[config.mk]
export PLATFORM = sky130hd
export DESIGN_NAME = up_counter_tff
export DESIGN_NICKNAME = d
export VERILOG_FILES = /design/src/rtl/up_counter_tff.sv
export SDC_FILE = /design/constraint.sdc
export NUM_CORES = 1
export LEC_CHECK = 0
export ABC_AREA = 1
export ABC_CLOCK_PERIOD_IN_PS = 1700
export CAP_MARGIN = 20
export CORE_MARGIN = 1.5
export CORE_UTILIZATION = 40
export CTS_CLUSTER_SIZE = 30
export DETAILED_ROUTE_END_ITERATION = 7
export PLACE_DENSITY = 0.82
export SETUP_SLACK_MARGIN = 0.05
export SYNTH_ARGS = -nofsm -noshare
export SYNTH_HDL_FRONTEND = slang
export SYNTH_SLANG_ARGS = --single-unit
export TNS_END_PERCENT = 30
[constraint.sdc]
create_clock -name clk -period 1.7 [get_ports clk]
set_input_delay 0.51 -clock clk [delete_from_list [all_inputs] [get_ports clk]]
set_output_delay 0.51 -clock clk [all_outputs]
set_load 0.02 [all_outputs]
[src/rtl/up_counter_tff.sv]
// Loadable synchronous up counter built from per-bit T flip-flops. It counts
// toward a programmable limit, then either wraps to zero with a one-cycle pulse
// or saturates at the limit.
module up_counter_tff #(
  parameter int bits = 9
) (
  input  logic            clk,
  input  logic            rst_n,
  input  logic            load_en,
  input  logic            en,
  input  logic            saturate,
  input  logic [bits-1:0] data,
  input  logic [bits-1:0] limit,
  output logic [bits-1:0] out,
  output logic            tc,
  output logic            wrap_pulse
);

  logic [bits-1:0] r_count;
  logic            r_wrap;
  logic [bits-1:0] w_t;
  logic [bits-1:0] w_tff_next;
  logic [bits-1:0] w_next;
  logic            w_wrap_next;
  logic            w_tc;

  // Bit i toggles only when every lower bit is already one.
  assign w_t[0] = en;
  for (genvar g = 1; g < bits; g++) begin : g_toggle
    assign w_t[g] = en & (&r_count[g-1:0]);
  end

  assign w_tff_next = r_count ^ w_t;

  // All-ones also terminates the count, so a load above the limit cannot roll over silently.
  assign w_tc = (r_count == limit) | (&r_count);

  // NOTE: every signal driven here gets a default first, so no latch is inferred.
  always_comb begin
    w_next      = w_tff_next;
    w_wrap_next = 1'b0;
    if (load_en) begin
      w_next = data;
    end else if (en && w_tc) begin
      if (saturate) begin
        w_next = r_count;
      end else begin
        w_next      = '0;
        w_wrap_next = 1'b1;
      end
    end
  end

  // NOTE: state registers use non-blocking assignments; reset is synchronous and has top priority.
  always_ff @(posedge clk) begin
    if (!rst_n) begin
      r_count <= '0;
      r_wrap  <= 1'b0;
    end else begin
      r_count <= w_next;
      r_wrap  <= w_wrap_next;
    end
  end

  assign out        = r_count;
  assign tc         = w_tc;
  assign wrap_pulse = r_wrap;

endmodule

==> impl_results.md <==
- Ys Warns: 0
- Synth top area cells: dfxtp_1 (24%), nand2_1 (18%), nand3_1 (14%), inv_1 (11%), nand4_1 (6.6%)
- Pwr dens: about 510 nW/um^2
- Clock Path Buffers: 2
- GR peak layer: met2
- Largest family of logic cells by synthesized area: simple AND/OR/NAND/NOR gates
- Largest net degree at the start of global routing: 11
- Met1 usage: about a quarter
- Die height: between 40 and 50 um
- Post-Synth XOR/XNOR Area: a little under an eighth
- Sequential share of power: a little under two fifths
- DR pass1 iterations: 4
- Status: finished with violations
- Leakage: 0.797 nW
- Maximum clock frequency: about 0.55 GHz
- Slew at the pin closest to its max-slew limit: between 300 and 400 ps
- Vias post-DR: between 1000 and 1500
- Post-synthesis mux area share: 0%
- GRT Total Usage: about a quarter
- Worst Skew: about 9.9 ps
- Hpwl dp: 2020 um
- Filler cells: roughly 160
- Max-cap violation count: 0
- WHS: 657 ps
- Violated checks: setup timing
- Initial antenna violation count: 0
- Final count of negative-setup-slack endpoints: 1
- Met3 Track Usage GR: under 10%
- Rows: 16
- Yosys top cell by area: dfxtp_1
- Comb pwr share: approximately a third
- Post-synthesis compound-gate area fraction: 0%
- Gr ovfl total: 0
- Element type at the critical path start: primary input
- Post-CTS setup buffers: 0
- Vias per cell: 5.05
- Post-Synth Adder-Cell Area: 1.47%
- Hold Path Class: reg -> reg
- Post-Synthesis Cells: ~140
- Setup total negative slack: -115 ps
- DIE AREA: ~2400 um^2
- Area share of the largest cell type after synthesis: 23.6%
- Routed len/inst: ~12 um
- EDFF count, synth: 0
- Synth cell count leaders: nand2_1 (41), inv_1 (24), nand3_1 (23), dfxtp_1 (10), nand4_1 (9)
- Port bufs: 33
- Die Width: 49.1 um
- DR DRC count: 0
- Antenna fix cells: 0
- Ports: 34
- Kind of end point of the critical path: primary output
- Crit path DAT: between 1000 and 1500 ps
- Crit path cell chain: dlygate4sd2_1 -> xor2_1 -> nor2_1 -> nand3_1 -> nand2_2 -> buf_6
- #FFs+latches synth: 10
- Global-route wire length before repair: 4420 um
- Critical path's slowest cell: dlygate4sd2_1
- Area grow syn2layout: 65.2%
- Pins Over Slew Limit: 0
- Final wirelength: 2650 um
- DRT antenna net count: 0
- Simple-gate portion of the synthesized area: about 47%
- Syn Nets: ~160
- DRT iter0 DRCs: 65
- Switching Fraction: between 30% and 40%
- Ys async rst share: 0%
- GPL Wtd Cong: just over 0.8
- Net Sw Power: ~220 uW
- Top FF cell, synth: dfxtp_1
- Critical Path Max Stage Delay: 250 ps
- CTS tree: built
- Seq/Total Area, Yosys: 23.6%
- Most common cell in the netlist: nand2_1
- Final WS setup: -115 ps
- Grt met2 use: a little over two fifths
- Nets: between 200 and 250
- Core area: roughly 2000 um^2
- CTS buffer count: 3
- Root Buffer: clkbuf_4
- H-tree depth: 1
- Critical-path maximum fanout: 2
- Share of layout cells above drive strength 1: 26.0%
- Max_slew headroom: 76.3%
- Clock power share: 31.3%
- RSZ-0062 raised after global routing: true
- Post-cts hold buffer count: 0
- Worst-path clk slew: approximately 80 ps
- Worst skew pair latency: around 280 ps
- Worst path required time: ~1200 ps
- Period minus WS final: approximately 1800 ps
- Netlist Area Pre-Place: about 850 um^2
- Post-Syn Area per Cell: 6.11 um^2
- Fin. Hold Viols: 0
- Pint: 496 uW
- VDD IR max: about 0.44 mV
- Initial Utilization: between 40% and 50%
- # clock sinks: 10
- Vias in the first global route: approximately 1100
- Worst Setup Path Type: in -> out
- Period utilisation layout: 107%
- Cell variety after synth: 20
area by class of cell:
cell class                 instances  area (um^2)  area share (%)
clock buffer                       4         36.3            2.58
inverter                          27          101            7.22
multi-input combinational         97          524            37.3
sequential                        10          215            15.3
tap                               27         33.8            2.41
timing repair buffer              58          493            35.1
power by group through the flow:
stage / combinational, mW / clock, mW / sequential [mW]
detailed placement: 0.239 / 0 / 0.269
floorplan: 0.0887 / 0 / 0.284
CTS: 0.224 / 0.226 / 0.263
finish: 0.228 / 0.224 / 0.263
global route: 0.248 / 0.238 / 0.264
global placement: 0.230 / 0 / 0.268
cells by family after synthesis:
family,after synthesis
simple gates,85
fa+ha+maj,1
xor+xnor,11
buf+inv,32
flops,10
sequential cells by signal (all words and copies together), names as in the netlist:
signal	count
out	9
wrap_pulse	1
through the flow:
step / std cells / worst slack [ps] / utilization, % / area (um^2) / power (mW)
floorplan: 139 / 58.8 / - / 856 / 0.373
global placement: 219 / -855 / 69.1 / 1370 / 0.498
detailed placement: 219 / -888 / 69.1 / 1370 / 0.507
CTS: 223 / -200 / 69.9 / 1390 / 0.712
global route: 223 / -140 / 70.8 / 1400 / 0.751
finish: 223 / -115 / 70.8 / 1400 / 0.715
timing repair:
item,in CTS,in global routing
gates resized for setup,27,22
cloned,0,0
setup endpoints to repair,21,15
pin swaps,10,13
layout by cell type (no fill, tap or decap), drive strengths merged:
| cell | n |
|---|---|
| ha | 1 |
| dlymetal6s2s | 1 |
| clkdlybuf4s50 | 12 |
| clkbuf | 8 |
| xnor2 | 5 |
| nand4 | 9 |
| buf | 26 |
| dfxtp | 10 |
| clkinv | 2 |
| inv | 25 |
| nand3 | 24 |
| dlygate4sd2 | 10 |
| clkdlybuf4s15 | 5 |
| xor2 | 6 |
| nand2 | 43 |
| nor3 | 2 |
| nor2 | 7 |
worst max-delay path: cells and delay by family:
family | cells | cell delay, ps
xor+xnor | 1 | 160
buf+inv | 2 | 370
simple gates | 3 | 260
final timing paths:
check                           cells after the start     start      to  slack (ps)
worst max-delay path                                6  limit[8]      tc        -120
worst min-delay path                                4    out[6]  out[6]         660
worst max register to register                     10    out[6]  out[7]         120
worst min register to register                      4    out[6]  out[6]         660
metal layers:
layer | vias up | wire [um]
met3 | 15 | 183
met2 | 66 | 1310
li1 | 551 | -
met5 | - | 0
met4 | 0 | 82
met1 | 495 | 1070
Power figures use the tool's default switching activity.
